File: config.mk
export PLATFORM = sky130hd
export DESIGN_NAME = uart_rx_core_flat
export DESIGN_NICKNAME = d
export VERILOG_FILES = /design/src/rtl/uart_rx_pkg.sv /design/src/rtl/uart_rx_if.sv /design/src/rtl/uart_rx_sampler.sv /design/src/rtl/uart_rx_core.sv /design/src/flat_wrapper.sv
export SDC_FILE = /design/constraint.sdc
export NUM_CORES = 1
export LEC_CHECK = 0
export ABC_AREA = 0
export CORE_MARGIN = 4
export CORE_UTILIZATION = 55
export DETAILED_ROUTE_END_ITERATION = 7
export DONT_BUFFER_PORTS = 1
export PLACE_DENSITY = 0.69
export SYNTH_ARGS = -nofsm -noshare
export SYNTH_HDL_FRONTEND = slang
export SYNTH_SLANG_ARGS = --single-unit
export TNS_END_PERCENT = 10
File: constraint.sdc
create_clock -name CLK -period 2.95 [get_ports CLK]
set_input_delay 0.4425 -clock CLK [delete_from_list [all_inputs] [get_ports CLK]]
set_output_delay 0.4425 -clock CLK [all_outputs]
set_load 0.03 [all_outputs]
File: src/rtl/uart_rx_pkg.sv
// Shared types and constants for the UART receive path.
// Holds the receive FSM state encoding plus the prescale and parity-type codes.
package uart_rx_pkg;

    typedef enum logic [2:0] {
        IDLE,
        START,
        DATA,
        PARITY,
        STOP,
        DONE
    } rx_state_e;

    localparam logic [5:0] PRESC_8  = 6'd8;
    localparam logic [5:0] PRESC_16 = 6'd16;
    localparam logic [5:0] PRESC_32 = 6'd32;

    localparam logic PAR_EVEN = 1'b0;
    localparam logic PAR_ODD  = 1'b1;

    // Anything other than 16 or 32 runs at 8x oversampling.
    function automatic logic [5:0] presc_sel(input logic [5:0] p);
        case (p)
            PRESC_16: presc_sel = PRESC_16;
            PRESC_32: presc_sel = PRESC_32;
            default:  presc_sel = PRESC_8;
        endcase
    endfunction

endpackage

File: src/rtl/uart_rx_if.sv
// Serial-line, configuration and received-word bundle of the UART receiver.
// The slave side is the receiver; the master side drives the line and config.
interface uart_rx_if #(
    parameter int DATA_WIDTH = 8
);
    logic                  RX_IN;
    logic                  PAR_EN;
    logic                  PAR_TYP;
    logic [5:0]            Prescale;
    logic [DATA_WIDTH-1:0] P_DATA;
    logic                  data_valid;
    logic                  par_err;
    logic                  stp_err;

    modport master (
        output RX_IN, PAR_EN, PAR_TYP, Prescale,
        input  P_DATA, data_valid, par_err, stp_err
    );

    modport slave (
        input  RX_IN, PAR_EN, PAR_TYP, Prescale,
        output P_DATA, data_valid, par_err, stp_err
    );
endinterface

File: src/rtl/uart_rx_sampler.sv
// Per-bit oversampling timer and 3-point majority vote for the UART receiver.
// bit_done marks the last oversample edge of each bit, where decisions are made.
module uart_rx_sampler
    import uart_rx_pkg::*;
(
    input  logic       CLK,
    input  logic       RST,
    input  logic       rx_s,
    input  logic       en,
    input  logic [5:0] presc,
    output logic       bit_val,
    output logic       bit_done
);

    logic [5:0] edge_cnt;
    logic [5:0] last_edge;
    logic [5:0] mid;
    logic [2:0] smp;

    assign last_edge = presc - 6'd1;
    assign mid       = {1'b0, presc[5:1]};

    always_ff @(posedge CLK or negedge RST) begin
        if (!RST) begin
            edge_cnt <= '0;
            smp      <= '0;
        end else begin
            if (!en || edge_cnt == last_edge) begin
                edge_cnt <= '0;
            end else begin
                edge_cnt <= edge_cnt + 6'd1;
            end
            if (en) begin
                if (edge_cnt == mid - 6'd1) smp[0] <= rx_s;
                if (edge_cnt == mid)        smp[1] <= rx_s;
                if (edge_cnt == mid + 6'd1) smp[2] <= rx_s;
            end
        end
    end

    assign bit_val  = (smp[0] & smp[1]) | (smp[0] & smp[2]) | (smp[1] & smp[2]);
    assign bit_done = en && (edge_cnt == last_edge);

endmodule

File: src/rtl/uart_rx_core.sv
// UART receive engine: synchronizes the line, frames start/data/parity/stop
// and reports each frame with a one-cycle data_valid or error strobe.
module uart_rx_core
    import uart_rx_pkg::*;
#(
    parameter int DATA_WIDTH = 8
) (
    input  logic     CLK,
    input  logic     RST,
    uart_rx_if.slave bus
);

    localparam int BCW = $clog2(DATA_WIDTH + 1);

    logic [1:0]            sync_q;
    logic                  rx_s;
    rx_state_e             state;
    logic [BCW-1:0]        bit_cnt;
    logic [DATA_WIDTH-1:0] shift;
    logic                  perr;
    logic                  par_en_q;
    logic                  par_typ_q;
    logic [5:0]            presc_q;
    logic [DATA_WIDTH-1:0] p_data_q;
    logic                  data_valid_q;
    logic                  par_err_q;
    logic                  stp_err_q;
    logic                  smp_en;
    logic                  bit_val;
    logic                  bit_done;

    always_ff @(posedge CLK or negedge RST) begin
        if (!RST) begin
            sync_q <= '1;
        end else begin
            sync_q <= {sync_q[0], bus.RX_IN};
        end
    end

    assign rx_s = sync_q[1];

    // The detect cycle itself counts as oversample edge 0 of the start bit.
    always_comb begin
        smp_en = 1'b0;
        case (state)
            IDLE:                      smp_en = !rx_s;
            START, DATA, PARITY, STOP: smp_en = 1'b1;
            default:                   smp_en = 1'b0;
        endcase
    end

    uart_rx_sampler u_sampler (
        .CLK      (CLK),
        .RST      (RST),
        .rx_s     (rx_s),
        .en       (smp_en),
        .presc    (presc_q),
        .bit_val  (bit_val),
        .bit_done (bit_done)
    );

    always_ff @(posedge CLK or negedge RST) begin
        if (!RST) begin
            state        <= IDLE;
            bit_cnt      <= '0;
            shift        <= '0;
            perr         <= 1'b0;
            par_en_q     <= 1'b0;
            par_typ_q    <= PAR_EVEN;
            presc_q      <= PRESC_8;
            p_data_q     <= '0;
            data_valid_q <= 1'b0;
            par_err_q    <= 1'b0;
            stp_err_q    <= 1'b0;
        end else begin
            data_valid_q <= 1'b0;
            par_err_q    <= 1'b0;
            stp_err_q    <= 1'b0;
            case (state)
                IDLE: begin
                    bit_cnt <= '0;
                    if (!rx_s) begin
                        par_en_q  <= bus.PAR_EN;
                        par_typ_q <= bus.PAR_TYP;
                        presc_q   <= presc_sel(bus.Prescale);
                        perr      <= 1'b0;
                        state     <= START;
                    end
                end
                START: begin
                    if (bit_done) begin
                        state <= bit_val ? IDLE : DATA;
                    end
                end
                DATA: begin
                    if (bit_done) begin
                        shift   <= {bit_val, shift[DATA_WIDTH-1:1]};
                        bit_cnt <= bit_cnt + BCW'(1);
                        if (bit_cnt == BCW'(DATA_WIDTH - 1)) begin
                            state <= par_en_q ? PARITY : STOP;
                        end
                    end
                end
                PARITY: begin
                    if (bit_done) begin
                        perr  <= bit_val ^ (^shift) ^ (par_typ_q == PAR_ODD);
                        state <= STOP;
                    end
                end
                STOP: begin
                    // Strobes are registered on entry so they are high during DONE.
                    if (bit_done) begin
                        if (perr || !bit_val) begin
                            par_err_q <= perr;
                            stp_err_q <= !bit_val;
                        end else begin
                            data_valid_q <= 1'b1;
                            p_data_q     <= shift;
                        end
                        state <= DONE;
                    end
                end
                DONE: begin
                    state <= IDLE;
                end
                default: begin
                    state <= IDLE;
                end
            endcase
        end
    end

    assign bus.P_DATA     = p_data_q;
    assign bus.data_valid = data_valid_q;
    assign bus.par_err    = par_err_q;
    assign bus.stp_err    = stp_err_q;

endmodule

File: src/flat_wrapper.sv
// flat-port wrapper written by rule: the top's interface ports become plain ports
module uart_rx_core_flat import uart_rx_pkg::*;
#(
    parameter int DATA_WIDTH = 8
)
  (CLK, RST, bus_RX_IN, bus_PAR_EN, bus_PAR_TYP, bus_Prescale, bus_P_DATA, bus_data_valid, bus_par_err, bus_stp_err);
  uart_rx_if #(.DATA_WIDTH(DATA_WIDTH)) bus_i ();
  input  logic CLK;
  input  logic RST;
  input wire logic [$bits(bus_i.RX_IN)-1:0] bus_RX_IN;
  input wire logic [$bits(bus_i.PAR_EN)-1:0] bus_PAR_EN;
  input wire logic [$bits(bus_i.PAR_TYP)-1:0] bus_PAR_TYP;
  input wire logic [$bits(bus_i.Prescale)-1:0] bus_Prescale;
  output wire logic [$bits(bus_i.P_DATA)-1:0] bus_P_DATA;
  output wire logic [$bits(bus_i.data_valid)-1:0] bus_data_valid;
  output wire logic [$bits(bus_i.par_err)-1:0] bus_par_err;
  output wire logic [$bits(bus_i.stp_err)-1:0] bus_stp_err;
  assign bus_i.RX_IN = bus_RX_IN;
  assign bus_i.PAR_EN = bus_PAR_EN;
  assign bus_i.PAR_TYP = bus_PAR_TYP;
  assign bus_i.Prescale = bus_Prescale;
  assign bus_P_DATA = bus_i.P_DATA;
  assign bus_data_valid = bus_i.data_valid;
  assign bus_par_err = bus_i.par_err;
  assign bus_stp_err = bus_i.stp_err;
  uart_rx_core #(.DATA_WIDTH(DATA_WIDTH)) u_core (.CLK(CLK), .RST(RST), .bus(bus_i));
endmodule
* Yosys cells after proc, flatten, opt, wreduce, memory -nomap -nowiden
Cells that the tools add are included.
** Storage, ports and cells
- Input bits :: 11
- Bits in registers :: 46
- Logic and storage cells :: 93
** Cells by class
- Reduce and logical (&&, ||, !) cells :: 20
- Multiplexer cells :: 26
- $add $sub $neg :: 5
- Bitwise logic cells :: 9
- Equal/unequal tests :: 17
** Operators with widths (count)
- $mux W3 :: 7
- $eq A6 B6 Y1 :: 3
- $pmux W3 S5 :: 1
- $pmux W6 S2 :: 1
- $reduce_and A2 Y1 :: 6
- $mux W1 :: 11
- $ne A2 B1 Y1 const B :: 5
- $pmux W4 S2 :: 1
- $reduce_xor A8 Y1 :: 1
- $add A5 B1 Y6 const B :: 1
- $add A6 B1 Y6 const B :: 1
- $eq A3 B2 Y1 const B :: 2
- $eq A6 B5 Y1 :: 1
- $eq A6 B5 Y1 const B :: 1
- $eq A6 B6 Y1 const B :: 1
- $mux W6 :: 1
- $reduce_and A3 Y1 :: 2
- $reduce_and A6 Y1 :: 1
- $sub A5 B1 Y6 const B :: 1
- $sub A6 B1 Y6 const B :: 1
- $add A4 B1 Y4 const B :: 1
- $eq A4 B3 Y1 const B :: 1
- $mux W4 :: 1
- $pmux W1 S2 :: 2
- 14 further kinds :: 23

* Depth between registers and ports, before layout
Gate-level depths: netlist of run 1.
- Depth in word-level cells :: 8
- Mapped depth :: 7

* Cells and area by module
A second synthesis of run 1 with hierarchy kept.
** Unflattened totals
- Cells, all modules :: 226
- Area, all modules :: 2458.6 um^2
** By module, submodules not included
- uart_rx_core :: cells an instance 122, area each 1520.2 um^2, times used 1
- uart_rx_sampler :: cells an instance 104, area each 938.4 um^2, times used 1

* Least setup slack after synthesis of run 1
No wires, ideal clock.
- Path kind :: flip-flop to flip-flop
- From :: reg u_core.presc_q[3]
- To :: reg u_core.p_data_q[0] (netlist: u_core.bus.P_DATA[0])
- Clock period less this slack :: 2378 ps
- Arrival :: 2253 ps
- Buffers on the path :: 0
- Path slack :: 572 ps
- Stages on the path, launching flop included :: 7
- Path through :: dfstp_2 -> inv_1 -> ha_1 -> xnor3_1 -> nand4_2 -> nor4_4 -> mux2_2
** On the way
- Longest elaborated chain between the ends :: 4
** Ends and longest elaborated chain
- from (decl) :: line uart_rx_core.sv:23 : logic [5:0] presc_q;
- from (signal assigned) :: line uart_rx_core.sv:85 : presc_q <= presc_sel(bus.Prescale);
- $sub A6 B1 Y6 :: line uart_rx_sampler.sv:20 : assign last_edge = presc - 6'd1;
- $eq A6 B6 Y1 :: line uart_rx_sampler.sv:42 : assign bit_done = en && (edge_cnt == last_edge);
- $logic_and A1 B1 Y1 :: line uart_rx_sampler.sv:42
- $reduce_and A3 Y1 (no line)
- to (signal assigned) :: line uart_rx_core.sv:118 : p_data_q <= shift;
- to (decl) :: line uart_rx_core.sv:24 : logic [DATA_WIDTH-1:0] p_data_q;
No other way between the ends.
A chain may end at the register's enable or synchronous reset.

* Final worst setup path of run 1
- From :: reg u_core.presc_q[3]
- To :: reg u_core.p_data_q[2] (netlist: u_core.bus.P_DATA[2])
The elaborated chain is that of the path after synthesis.

==> impl_metrics.tcl, run 1 <==
set metrics [dict create \
    drc 0 \
    relSlewSlack_pct 57.25 \
    final_common_cell "dfrtp_1" \
    post_drt_wl_per_cell_um 15.91 \
    cp-start-kind "register" \
    netlist_area_mm2 0.002116 \
    cp-end-kind "register" \
    fmax_ghz 0.3750 \
    die_area_mm2 0.004904 \
    yosysSeqAreaShare_pct 51.03 \
    crit_required_ns 3.13 \
    path_cells "inv_1 -> ha_1 -> xnor3_1 -> nand4_2 -> nor4_4 -> mux2_2" \
    synth_top_cell_area_share_pct 47.31 \
    crit_slowest_cell "nor4_4" \
    final_layout_size_suffix_gt1_share_pct 19.46 \
    drt_iter0_markers 85 \
    grt_max_degree 44 \
    yosys-top-cells-area "dfrtp_1 47%, mux2_2 9.6%, xor2_1 4.1%, dfstp_2 3.7%, xnor2_1 3.3%" \
    antenna_cells 0 \
    ios 22 \
    grt.total_usage_pct 16.87 \
    hpwl_um 2673 \
    synth_seq_cells 43 \
    min-delay-path-class "in2reg" \
    die_x_um 70.03 \
    vias_per_cell 5.678 \
    avgSynthCellArea_um2 11.75 \
    gp_congestion 0.8380 \
    layout_min_cycle_time_ns 2.667 \
    fin_ws_ns 0.2832 \
    post-route-period-util_pct 90.40 \
    initial_core_util_pct 57.36 \
    num_rows 22 \
    setup_tns_ns 0 \
    path_class "reg2reg" \
    drtPass1Iterations 4 \
    peakVddDrop_uv 375.2 \
    root_buffer "clkbuf_8" \
    grt_pass1_wl_um 6520 \
    timing_hold_violations_final 0 \
    postCtsSetupBuffers 0 \
    worst_slew_pin_slew_ns 0.6365 \
    grt_remaining_overflow 0 \
    nFillCells 289 \
    die_h_um 70.03 \
    yosys.cell_types.count 42 \
    syn-instance-count 180 \
    cpPeakStageDelay_ns 0.64 \
    setup_viol 0 \
    path_clk_slew_ns 0.08 \
    antenna_found_initial 0 \
    cts_tree "yes" \
    critPathMaxFanout 9 \
    synth_top_area_cell "dfrtp_1" \
    via_count 1323 \
    p_leak_nw 1.081 \
    synthesis.nets 196 \
    drv_cap 0 \
    drtAntennaViolNets 0 \
    crit_arrival_ns 2.85 \
    syn2layout_area_growth_pct 8.220 \
    clk_latency_ns 0.29 \
    ys_warn_count 0 \
    p_per_area_mw_per_mm2 807.6 \
    clock_skew_ns 0.004904 \
    synth_edf_count 0 \
    rrSetupSlack_ns 0.28 \
    final_nets 200 \
    slew_viol_final 0 \
    cts_buffers 5 \
    mostFrequentLayoutCells "40 x dfrtp_1, 18 x mux2_2, 14 x nand2_1, 10 x xor2_1, 10 x nor2_1" \
    place_ws_ns 0.2977 \
    clkSinkCount 43 \
    status "completed" \
    fp.coreArea_mm2 0.003689 \
    synth_ff_type "dfrtp_1" \
    cp.buffers_inverters 1 \
    async_reset_ff_share_pct 100.0 \
    port_buffers 0 \
    clock_path_buffers 2 \
    cts_htree_levels 2 \
    wirelength_um 3707 \
    grt_pass1_vias 1412 \
    rsz0062_at_grt "false" \
    crit_family "simple AND/OR/NAND/NOR gates" \
]
[worst reg2reg max path, cell delays in order, from the launching register on]
cell,delay (ns)
dfstp_2,0.59
inv_1,0.06
ha_1,0.22
xnor3_1,0.43
nand4_2,0.21
nor4_4,0.64
mux2_2,0.41
[cell families (layout without fill, tap and decap cells)]
group | count (synthesis) | after routing | synth area share (%)
flip-flops | 43 | 43 | 51.04
multiplexers | 25 | 25 | 13.07
AND/OR/NAND/NOR | 55 | 55 | 14.73
XOR/XNOR | 20 | 20 | 9.580
adder cells (fa/ha/maj) | 6 | 6 | 3.430
buffers and inverters | 14 | 19 | 2.661
AO/OA/AOI/OAI | 17 | 17 | 5.500
[registers in the layout, summed over array words and instances, names as in the netlist]
register / flops
u_core.u_sampler.smp: 3
u_core.state: 3
u_core.bus.P_DATA: 8
u_core.shift: 8
u_core.sync_q: 2
u_core.presc_q: 3
u_core.perr: 1
u_core.bus.stp_err: 1
u_core.bus.data_valid: 1
u_core.par_typ_q: 1
u_core.u_sampler.edge_cnt: 6
u_core.par_en_q: 1
u_core.bit_cnt: 4
u_core.bus.par_err: 1
[repair_timing]
action	4_1_cts	5_1_grt
gates resized for setup	0	0
hold buffers	2	0
endpoints found under the hold margin	43	0
[metal layers]
layer,vias to the layer above,track usage (%),share of wire (%)
li1,640,-,-
met1,657,21.74,47
met2,21,26.65,48
met3,5,5.755,3.2
met4,0,5.532,1.4
met5,-,0,0
[area by class of cell]
type                    instances  area (um^2)  area share (%)
clock buffers                   6        82.58           3.607
clock inverters                 2        16.27          0.7104
inverters                       7        26.28           1.148
multi-input cells             123        979.7           42.79
flip-flops and latches         43         1080           47.16
well taps                      48        60.06           2.623
repair buffers                  4        45.04           1.967
[Yosys cell counts, drive strengths merged (4+ instances only)]
cell and number:
inv 7, clkbuf 4, dfrtp 40, mux2i 4, ha 5, mux2 21, xnor2 8, a21oi 4
nand2b 4, nand3 5, nand2 14, nor2 10, xor2 10
[where the power goes]
part	internal [mW]	switching, mW
clock network	0.191	0.198
logic	0.301	0.304
registers	0.710	0.146
total	1.20	0.648
[final timing paths]
check / start / endpoint / cells past startpoint
max in group asynchronous: RST / u_core.presc_q[3]$_DFFE_PN1P_ / 2
hold reg to reg: u_core.sync_q[0]$_DFF_PN1_ / u_core.sync_q[1]$_DFF_PN1_ / 0
setup / recovery: u_core.presc_q[3]$_DFFE_PN1P_ / u_core.bus.P_DATA[2]$_DFFE_PN0P_ / 6
min in group asynchronous: RST / u_core.shift[4]$_DFFE_PN0P_ / 2
setup reg to reg: u_core.presc_q[3]$_DFFE_PN1P_ / u_core.bus.P_DATA[2]$_DFFE_PN0P_ / 6
hold / removal: bus_RX_IN / u_core.sync_q[0]$_DFF_PN1_ / 0
[metrics by stage]
stage | instance area (um^2) | hold slack [ns] | cells | total power [mW] | util [%]
global route | 2290 | 0.1045 | 233 | 1.986 | 62.08
floorplan | 2116 | 0.1469 | 180 | 1.330 | -
detailed placement | 2161 | 0.1482 | 223 | 1.454 | 58.58
global placement | 2161 | 0.1479 | 223 | 1.416 | 58.58
finish | 2290 | 0.1379 | 233 | 1.849 | 62.08
CTS | 2290 | 0.1282 | 233 | 1.867 | 62.08
Power figures use the tool's default switching activity.
==> run 2: changes to the inputs <==
--- a/config.mk
+++ b/config.mk
@@ -13,5 +13,6 @@
 export PLACE_DENSITY = 0.69
 export SYNTH_ARGS = -nofsm -noshare
 export SYNTH_HDL_FRONTEND = slang
+export SYNTH_HIERARCHICAL = 1
 export SYNTH_SLANG_ARGS = --single-unit
 export TNS_END_PERCENT = 10
==> impl_metrics.tcl, run 2 <==
set metrics [dict create \
    drv_cap 0 \
    fmax_ghz 0.3737 \
    drc 0 \
    post_drt_wl_per_cell_um 14.98 \
    p_per_area_mw_per_mm2 807.7 \
    timing_hold_violations_final 0 \
    drt_iter0_markers 106 \
    setup_tns_ns 0 \
    clk_latency_ns 0.29 \
    crit-reg2reg-capture "u_core/bus.P_DATA[6]$_DFFE_PN0P_" \
    vias_per_cell 5.419 \
    grt_max_degree 44 \
    clock_path_buffers 2 \
    cts_buffers 5 \
    synthSimpleGateAreaFrac_pct 17.81 \
    syn-instance-count 226 \
    synth_ff_type "dfrtp_1" \
    reg2reg_depth 8 \
    yosysSeqAreaShare_pct 43.92 \
    status "completed" \
    clkSinkCount 43 \
    p_leak_nw 1.179 \
    crit_arrival_ns 2.84 \
    root_buffer "clkbuf_8" \
    die_area_mm2 0.005604 \
    cts_resized 0 \
    die_x_um 74.86 \
    nFillCells 366 \
    hpwl_um 3080 \
    cp-end-kind "register" \
    gp_congestion 0.7939 \
    final_common_cell "dfrtp_1" \
    syn2layout_area_growth_pct 6.616 \
    drtPass1Iterations 4 \
    yosys-top-cells-area "dfrtp_1 41%, mux2_2 8.2%, xnor2_1 7.1%, xor2_1 4.3%, nand2_1 3.4%" \
    wirelength_um 4329 \
    worstReg2RegStart "u_core/u_sampler/edge_cnt[4]$_DFF_PN0_" \
    netlist_area_mm2 0.002459 \
    synthAdderAreaFrac_pct 3.461 \
    port_buffers 0 \
    hold_ws_ns 0.1486 \
    grt.total_usage_pct 17.84 \
    register_area_mm2 0.001080 \
    post-route-period-util_pct 90.70 \
    cp-start-kind "register" \
    synth_edf_count 0 \
    antenna_cells 0 \
    synth_compound_area_share_pct 7.430 \
    peakVddDrop_uv 509.8 \
    whs_path_depth 0 \
    hold_buffers 2 \
    final_nets 253 \
    async_reset_ff_share_pct 100.0 \
    drtAntennaViolNets 0 \
    min_to "u_core/sync_q[0]$_DFF_PN1_" \
    worst_slew_pin_slew_ns 0.7606 \
    hp-start "bus_RX_IN" \
    setup_viol 0 \
    grt_remaining_overflow 0 \
    synth_top_cell_area_share_pct 40.71 \
    grt_pass1_vias 1517 \
    mostFrequentLayoutCells "40 x dfrtp_1, 22 x nand2_1, 20 x xnor2_1, 18 x mux2_2, 13 x nor2_1" \
    crit_required_ns 3.12 \
    min-delay-path-class "in2reg" \
    relSlewSlack_pct 48.82 \
    initial_core_util_pct 56.47 \
    via_count 1566 \
    clock_skew_ns 0.009804 \
    synth_top_area_cell "dfrtp_1" \
    critPathMaxFanout 9 \
    yosys.cell_types.count 48 \
    die_h_um 74.86 \
    synth_seq_cells 43 \
    cts_htree_levels 2 \
    num_rows 24 \
    rsz0062_at_grt "false" \
    final_layout_size_suffix_gt1_share_pct 17.30 \
    avgSynthCellArea_um2 10.88 \
    ys_top_cells_by_count "40 x dfrtp_1, 22 x nand2_1, 20 x xnor2_1" \
    synth_top_family_by_area "simple AND/OR/NAND/NOR gates" \
    synth_xor_area_share_pct 13.64 \
    cts_tree "yes" \
    layout_min_cycle_time_ns 2.676 \
    multi_input_area_mm2 0.001321 \
    antenna_found_initial 0 \
    ios 22 \
    path_class "reg2reg" \
    fp.coreArea_mm2 0.004354 \
    synth_most_common_cell "dfrtp_1" \
    ys_warn_count 6 \
    postCtsSetupBuffers 0 \
    synth_mux_area_share_pct 9.567 \
    slew_viol_final 0 \
    grt_pass1_wl_um 7527 \
    rrSetupSlack_ns 0.27 \
    path_clk_slew_ns 0.07 \
]
[run 2: how the worst max path moves through the flow]
stage	start	end	slack (ns)	cells past startpoint
final	u_core/u_sampler/edge_cnt[4]$_DFF_PN0_	u_core/bus.P_DATA[6]$_DFFE_PN0P_	0.27	8
after global routing	u_core/presc_q[4]$_DFFE_PN0P_	u_core/bus.P_DATA[6]$_DFFE_PN0P_	0.11	8
after CTS	u_core/u_sampler/edge_cnt[4]$_DFF_PN0_	u_core/bus.P_DATA[6]$_DFFE_PN0P_	0.25	8
after detailed placement	u_core/u_sampler/edge_cnt[4]$_DFF_PN0_	u_core/bus.P_DATA[0]$_DFFE_PN0P_	0.27	8
after global placement	u_core/presc_q[4]$_DFFE_PN0P_	u_core/bus.P_DATA[2]$_DFFE_PN0P_	0.37	8
after floorplan	u_core/presc_q[3]$_DFFE_PN1P_	u_core/shift[0]$_DFFE_PN0P_	0.30	9
[run 2: power by group]
part / total, mW / internal (mW) / switching [mW]
Sequential: 0.937 / 0.718 / 0.218
Clock: 0.357 / 0.168 / 0.190
Combinational: 0.823 / 0.414 / 0.409
Total: 2.12 / 1.30 / 0.817
[run 2: kinds of logic (layout without fill, tap and decap cells)]
| kind of cell | after synthesis | in the layout |
|---|---|---|
| flops | 43 | 43 |
| xor+xnor | 35 | 35 |
| other cells | 1 | 12 |
| compound gates | 25 | 25 |
| fa+ha+maj | 7 | 7 |
| buf+inv | 18 | 18 |
| simple gates | 76 | 76 |
| mux | 21 | 21 |
[run 2: critical path, cell delays in order, from the launching register on]
cell and delay (ns):
dfrtp_1 0.49, xnor2_1 0.35, a31oi_1 0.12, a2111oi_4 0.37, and2_1 0.30, inv_2 0.09
nor4b_4 0.31, nand3b_4 0.21, mux2_2 0.32
[run 2: final cells by class]
type | instances | area share [%]
flip-flops and latches | 43 | 41.19
clock buffers | 7 | 2.912
well taps | 52 | 2.482
clock inverters | 1 | 0.2864
multi-input cells | 176 | 50.41
inverters | 5 | 0.7160
repair buffers | 5 | 2.005
[run 2: metal layers]
layer | GRT usage (%) | part of all wire (%) | vias to the layer above
met1 | 25.71 | 50 | 752
met3 | 4.940 | 4.3 | 2
met2 | 26.40 | 45 | 27
li1 | - | - | 785
met4 | 5.138 | 0.58 | 0
met5 | 0 | 0 | -
[run 2: through the flow]
step / cell area [um^2] / power (mW) / setup WS, ns / cells / util [%]
final: 2621 / 2.117 / 0.2743 / 289 / 60.20
after global routing: 2621 / 2.308 / 0.1067 / 289 / 60.20
after CTS: 2621 / 2.132 / 0.2546 / 289 / 60.20
after detailed placement: 2507 / 1.754 / 0.2720 / 279 / 57.59
after global placement: 2507 / 1.738 / 0.3675 / 279 / 57.59
after floorplan: 2500 / 1.631 / 0.2979 / 237 / -
==> run 3: changes to the inputs <==
--- a/config.mk
+++ b/config.mk
@@ -10,7 +10,7 @@
 export CORE_UTILIZATION = 55
 export DETAILED_ROUTE_END_ITERATION = 7
 export DONT_BUFFER_PORTS = 1
-export PLACE_DENSITY = 0.69
+export PLACE_DENSITY = 0.72
 export SYNTH_ARGS = -nofsm -noshare
 export SYNTH_HDL_FRONTEND = slang
 export SYNTH_HIERARCHICAL = 1
==> impl_metrics.tcl, run 3 (synthesized netlist as in run 2, its figures left out) <==
set metrics [dict create \
    grt_remaining_overflow 0 \
    syn2layout_area_growth_pct 8.295 \
    via_count 1579 \
    ios 22 \
    cts_htree_levels 2 \
    rsz0062_at_grt "false" \
    mostFrequentLayoutCells "40 x dfrtp_1, 22 x nand2_1, 20 x xnor2_1, 18 x mux2_2, 13 x nor2_1" \
    vias_per_cell 5.445 \
    antenna_found_initial 0 \
    root_buffer "clkbuf_8" \
    min-delay-path-class "in2reg" \
    cp-start-kind "register" \
    cp-end-kind "register" \
    layout_min_cycle_time_ns 2.683 \
    post-route-period-util_pct 90.95 \
    timing_hold_violations_final 0 \
    p_leak_nw 1.207 \
    cts_tree "yes" \
    grt.total_usage_pct 16.12 \
    initial_core_util_pct 56.47 \
    final_nets 254 \
    setup_viol 0 \
    drtPass1Iterations 4 \
    worst_slew_pin_slew_ns 0.6982 \
    fmax_ghz 0.3727 \
    die_x_um 74.86 \
    setup_tns_ns 0 \
    hpwl_um 3022 \
    clk_latency_ns 0.29 \
    clock_path_buffers 2 \
    antenna_cells 0 \
    post_drt_wl_per_cell_um 14.31 \
    drt_iter0_markers 70 \
    final_common_cell "dfrtp_1" \
    cts_buffers 5 \
    gp_congestion 0.7824 \
    die_area_mm2 0.005604 \
    fp.coreArea_mm2 0.004354 \
    crit_arrival_ns 2.86 \
    final_layout_size_suffix_gt1_share_pct 18.49 \
    slew_viol_final 0 \
    drv_cap 0 \
    critPathMaxFanout 14 \
    finalPower_mw 2.237 \
    grt_pass1_wl_um 6913 \
    path_clk_slew_ns 0.08 \
    drc 0 \
    drtAntennaViolNets 0 \
    port_buffers 0 \
    num_rows 24 \
    cts_resized 0 \
    final_core_util_pct 61.15 \
    path_class "reg2reg" \
    nFillCells 368 \
    grt_pass1_vias 1507 \
    crit_required_ns 3.13 \
    p_per_area_mw_per_mm2 840.1 \
    peakVddDrop_uv 490.2 \
    relSlewSlack_pct 53.02 \
    status "completed" \
    clkSinkCount 43 \
    die_h_um 74.86 \
    grt_max_degree 44 \
    clock_skew_ns 0.007536 \
    wirelength_um 4151 \
]
==> run 3: final timing paths <==
check,slack (ns),depth (start not counted),endpoint,start
max in group asynchronous,2.07,2,u_core/sync_q[1]$_DFF_PN1_,RST
worst max-delay path,0.27,9,u_core/bus.P_DATA[0]$_DFFE_PN0P_,u_core/presc_q[3]$_DFFE_PN1P_
worst max register to register,0.27,9,u_core/bus.P_DATA[0]$_DFFE_PN0P_,u_core/presc_q[3]$_DFFE_PN1P_
min in group asynchronous,0.63,2,u_core/u_sampler/edge_cnt[4]$_DFF_PN0_,RST
worst min-delay path,0.14,0,u_core/sync_q[0]$_DFF_PN1_,bus_RX_IN
worst min register to register,0.36,0,u_core/sync_q[1]$_DFF_PN1_,u_core/sync_q[0]$_DFF_PN1_
==> run 3: cell type report <==
class | count | area (um^2) | share of cell area, %
sequential | 43 | 1080 | 40.55
tap | 52 | 65.06 | 2.444
inverter | 5 | 18.77 | 0.7049
clock buffer | 6 | 82.58 | 3.102
multi-input combinational | 176 | 1321 | 49.62
timing repair buffer | 6 | 60.06 | 2.256
clock inverter | 2 | 35.03 | 1.316
==> run 3: routing by layer <==
| metal | GRT usage [%] | part of all wire [%] |
|---|---|---|
| met2 | 24.66 | 46 |
| met4 | 4.150 | 0.79 |
| met3 | 4.139 | 4.0 |
| met1 | 22.82 | 50 |
| met5 | 0 | 0 |
==> run 3: worst max-delay path: stages (launching register included) <==
cell	delay, ns
dfstp_2	0.55
buf_4	0.20
and3_1	0.17
o22ai_1	0.11
a2111oi_4	0.33
and2_1	0.29
inv_2	0.09
nor4b_4	0.30
nand3b_4	0.20
mux2_2	0.32
==> run 3: power by group <==
group	switching [mW]	leakage, nW	total (mW)	internal, mW
logic	0.419	0.583	0.841	0.421
clock network	0.192	0.0612	0.466	0.274
registers	0.212	0.563	0.930	0.718
total	0.823	1.21	2.24	1.41
==> run 3: repair_timing <==
item / 4_1_cts / 5_1_grt
setup endpoints to repair: 0 / 0
endpoints found under the hold margin: 43 / 0
buffers inserted: 0 / 0
hold buffers: 2 / 0
==> run 3: metrics by stage <==
| step | hold slack, ns | instance area [um^2] | instances | setup slack (ns) |
|---|---|---|---|---|
| after floorplan | 0.1469 | 2500 | 237 | 0.2979 |
| after global placement | 0.1493 | 2515 | 280 | 0.3668 |
| after detailed placement | 0.1490 | 2515 | 280 | 0.2553 |
| after CTS | 0.1339 | 2663 | 290 | 0.2459 |
| after global routing | 0.1174 | 2663 | 290 | 0.05686 |
| final | 0.1419 | 2663 | 290 | 0.2670 |
==> edit 1: new RTL, config.mk and constraints of run 2 <==
Reset style: synchronous (`RST`), changed in 3 clocked blocks.
--- a/src/rtl/uart_rx_sampler.sv
+++ b/src/rtl/uart_rx_sampler.sv
@@ -20,7 +20,7 @@
     assign last_edge = presc - 6'd1;
     assign mid       = {1'b0, presc[5:1]};
 
-    always_ff @(posedge CLK or negedge RST) begin
+    always_ff @(posedge CLK) begin
         if (!RST) begin
             edge_cnt <= '0;
             smp      <= '0;
--- a/src/rtl/uart_rx_core.sv
+++ b/src/rtl/uart_rx_core.sv
@@ -29,7 +29,7 @@
     logic                  bit_val;
     logic                  bit_done;
 
-    always_ff @(posedge CLK or negedge RST) begin
+    always_ff @(posedge CLK) begin
         if (!RST) begin
             sync_q <= '1;
         end else begin
@@ -59,7 +59,7 @@
         .bit_done (bit_done)
     );
 
-    always_ff @(posedge CLK or negedge RST) begin
+    always_ff @(posedge CLK) begin
         if (!RST) begin
             state        <= IDLE;
             bit_cnt      <= '0;
Function: no difference found for any inputs over 10 cycles, from zero or initial values and one cycle with RST low; that may be too few to reach the edited logic, so the function may still have changed.
==> edit 1 against run 2 <==
Cell area decreased by 1.9%. Routed wire length grew 6.0%. Setup slack worse by 0.028 ns. Area after synthesis fell by 2.0%. Sequential cell count did not move. Critical path type unchanged.
Power is not compared: it rests on default switching activity, and its combinational part moved more than twofold at a synthesized area within 25%.
==> edit 1: results (changes against run 2) <==
WHS Endpoint: u_core/presc_q[3]
DP Wirelength: 3400 um (+10%)
fraction of area in multi-input gates: 57.3% (+6.9 points)
post-placement cell area: 2470 um2 (-1.5%)
Fin Hold WS: 0.220 ns (+0.0716 ns)
first-pass GRT wire length: 8220 um (+9.2%)
fillcell total: 357 (-2.5%)
status: finished, final reports clean
GP Congestion: 0.862 (+8.6%)
Tap Cells: 50 (-3.8%)
routed vias/inst: 5.57 (+2.7%)
vias in the first global route: 1716 (+13%)
Reg-to-Reg Start: u_core/presc_q[4]
XOR/XNOR Fraction of Synth Area: 12.5% (-1.1 points)
drt wl/cell: 14.1 um (-5.8%)
NumNets Final: 292 (+15%)
FFs w/ async S/R, synth: 0% (-100 points)
post-synthesis adder-cell area fraction: 3.53% (+0.070 points)
GRT Resource Usage Total: 19.4% (+1.5 points)
top cells by count, synth: 43 x dfxtp_1, 31 x nand2_1, 19 x a21oi_1
register area: 861 um2 (-20%)
synth unique cells: 55 (+15%)
worst hold stages: 1 (+1)
Reg-to-Reg End: u_core/bit_cnt[3]
non-clock inverter count: 7 (+2)
layout cells sized above 1: 10.2% (-7.1 points)
top_reg_cell synth: dfxtp_1
Starting DRT DRC Count: 109 (+2.8%)
==> edit 1: cell types whose count changed after synthesis, sizes merged, moves of 3 or more <==
cell and change:
a21oi +13, xnor2 -4, mux2 -20, dfxtp +43, dfstp -3, mux2i +10, nand2 +9, dfrtp -40
nor3 +3, nand3 +4, nand4 +3
==> edit 1: metal layers <==
metal | vias up | part of all wire [%] | global-route usage [%]
met5 | - | 0 | 0
met4 | 0 | 0.22 | 3.62
met3 | 4 | 5.1 | 5.95
met2 | 42 | 43 | 28.8
met1 | 830 | 51 | 27.8
li1 | 933 | - | -
==> edit 1: worst max-delay path by stage <==
stage / from / endpoint / slack (ns) / cells past startpoint
detailed placement: u_core/presc_q[4] / u_core/bit_cnt[3] / 0.27 / 8
floorplan: u_core/presc_q[4] / u_core/bit_cnt[3] / 0.62 / 11
global placement: u_core/presc_q[4] / u_core/bit_cnt[3] / 0.42 / 8
finish: u_core/presc_q[4] / u_core/bit_cnt[3] / 0.25 / 8
global route: u_core/presc_q[4] / u_core/bit_cnt[3] / 0.06 / 8
CTS: u_core/presc_q[4] / u_core/bit_cnt[3] / 0.26 / 8
==> edit 1: critical path, stage by stage, from the launching register on <==
cell	delay, ns
dfxtp_1	0.49
xor2_1	0.14
a311o_1	0.34
a211oi_4	0.41
and2_1	0.44
and4bb_2	0.44
nand4_1	0.14
xor2_1	0.14
nor2_1	0.05
==> edit 1: stage by stage <==
stage | worst slack, ns | util, %
6_report | 0.246 | 62.5
5_1_grt | 0.0579 | 62.5
4_1_cts | 0.256 | 62.5
3_5_place_dp | 0.267 | 60.0
3_3_place_gp | 0.415 | 60.0
2_1_floorplan | 0.622 | -
==> edit 2: new RTL, config.mk and constraints of run 2 <==
Made on the original files. `DATA_WIDTH` is set to 8 in 3 places; all go to 16.
--- a/src/rtl/uart_rx_if.sv
+++ b/src/rtl/uart_rx_if.sv
@@ -1,7 +1,7 @@
 // Serial-line, configuration and received-word bundle of the UART receiver.
 // The slave side is the receiver; the master side drives the line and config.
 interface uart_rx_if #(
-    parameter int DATA_WIDTH = 8
+    parameter int DATA_WIDTH = 16
 );
     logic                  RX_IN;
     logic                  PAR_EN;
--- a/src/rtl/uart_rx_core.sv
+++ b/src/rtl/uart_rx_core.sv
@@ -3,7 +3,7 @@
 module uart_rx_core
     import uart_rx_pkg::*;
 #(
-    parameter int DATA_WIDTH = 8
+    parameter int DATA_WIDTH = 16
 ) (
     input  logic     CLK,
     input  logic     RST,
--- a/src/flat_wrapper.sv
+++ b/src/flat_wrapper.sv
@@ -1,7 +1,7 @@
 // flat-port wrapper written by rule: the top's interface ports become plain ports
 module uart_rx_core_flat import uart_rx_pkg::*;
 #(
-    parameter int DATA_WIDTH = 8
+    parameter int DATA_WIDTH = 16
 )
   (CLK, RST, bus_RX_IN, bus_PAR_EN, bus_PAR_TYP, bus_Prescale, bus_P_DATA, bus_data_valid, bus_par_err, bus_stp_err);
   uart_rx_if #(.DATA_WIDTH(DATA_WIDTH)) bus_i ();
Interface: changed (resized bus_P_DATA); port bits go from 22 to 30. No check against the original RTL was run, so the function may have changed too.
==> edit 2 against run 2 <==
Via count up 38%. Routed wire length is 37% higher. Total power is 16% higher. Area after synthesis grew 31%. Critical endpoint is now u_core/state[0]. Non-clock buffer count increased by 2. Setup slack gained 0.12 ns. Clock skew is 0.0012 ns lower. Sequential cell count grew 17. Largest power group unchanged. Sequential share of layout area rose by 1.5 points. Sequential power increased by 14%. Fmax increased by 4.5%. First-iteration DRC count stayed put. Cell area rose by 35%.
==> edit 2: results (changes against run 2) <==
sequential fraction of the synthesis area: 46.7% (+2.8 points)
post-synthesis adder-cell area fraction: 3.03% (-0.43 points)
P_sw: 0.000829 W (+1.4%)
met2 WL: 2830 um (+44%)
sequential share of power: 43.6% (-0.6 points)
Layout Skew: 0.00860 ns (-0.00121 ns)
VDD IR max: 392 uV (-23%)
Compound-Gate Fraction of Synth Area: 6.45% (-0.98 points)
DP Wirelength: 4040 um (+31%)
GRT Resource Usage Total: 18.5% (+0.62 points)
GP Congestion: 0.840 (+5.8%)
post-synthesis cell count: 316 (+40%)
crit path max fanout: 8 (-1)
Worst path max stage delay: 0.55 ns (+0.06 ns)
worst setup path start: u_core/presc_q[3]
H-tree levels: 3 (+1)
met2 usage in global routing: 29.6% (+3.2 points)
top cells by count, synth: 71 x nand2_1, 57 x dfrtp_1, 28 x xnor2_1
clock network fraction of total power: 30.5% (+14 points)
setup slack, reg-to-reg: 0.39 ns (+0.12 ns)
via count: 2164 (+38%)
NumNets Final: 346 (+37%)
DRT Wirelength: 5950 um (+37%)
M3 GR Usage: 5.59% (+0.65 points)
crit path to: u_core/state[0]
post-placement cell area: 3290 um2 (+31%)
status: finished, final reports clean
layout cells sized above 1: 15.9% (-1.4 points)
slowest CP cell: dfstp_2
Worst Tran Pin Value: 0.566 ns (-0.195 ns)
synth unique cells: 51 (+6.3%)
largest cells by area after synthesis: dfrtp_1 44%, nand2_1 8.3%, xnor2_1 7.6%, mux2_2 7.0%, xor2_1 3.3%
fillcell total: 495 (+35%)
met3 WL: 304 um (+63%)
CP Data Arrival Time: 2.78 ns (-0.06 ns)
post-synthesis mux area share: 7.69% (-1.9 points)
met1 Use GR: 23.6% (-2.1 points)
Skew-Pair Late Insertion Delay: 0.34 ns (+0.05 ns)
## edit 2: cell count changes after synthesis, moves of 3 or more
| cell | change |
|---|---|
| nand2_1 | +49 |
| nor2_1 | +3 |
| xnor2_1 | +8 |
| o21ai_0 | +3 |
| dfrtp_1 | +17 |
| buf_2 | +3 |
## edit 2: layout make-up
class	count	share of cell area, %
clock inverters	6	1.81
multi-input cells	244	45.9
clock buffers	10	3.90
flip-flops and latches	60	42.7
well taps	72	2.55
repair buffers	7	2.48
inverters	6	0.639
## edit 2: metrics by stage
step / setup slack [ns] / util (%) / power (W) / std cells / hold WS, ns
detailed placement: 0.409 / 58.6 / 0.00170 / 387 / 0.148
CTS: 0.387 / 62.9 / 0.00248 / 405 / 0.0791
global placement: 0.475 / 58.6 / 0.00168 / 387 / 0.148
finish: 0.390 / 62.9 / 0.00245 / 405 / 0.102
global route: 0.233 / 62.9 / 0.00261 / 405 / 0.0746
floorplan: 0.358 / - / 0.00160 / 327 / 0.147
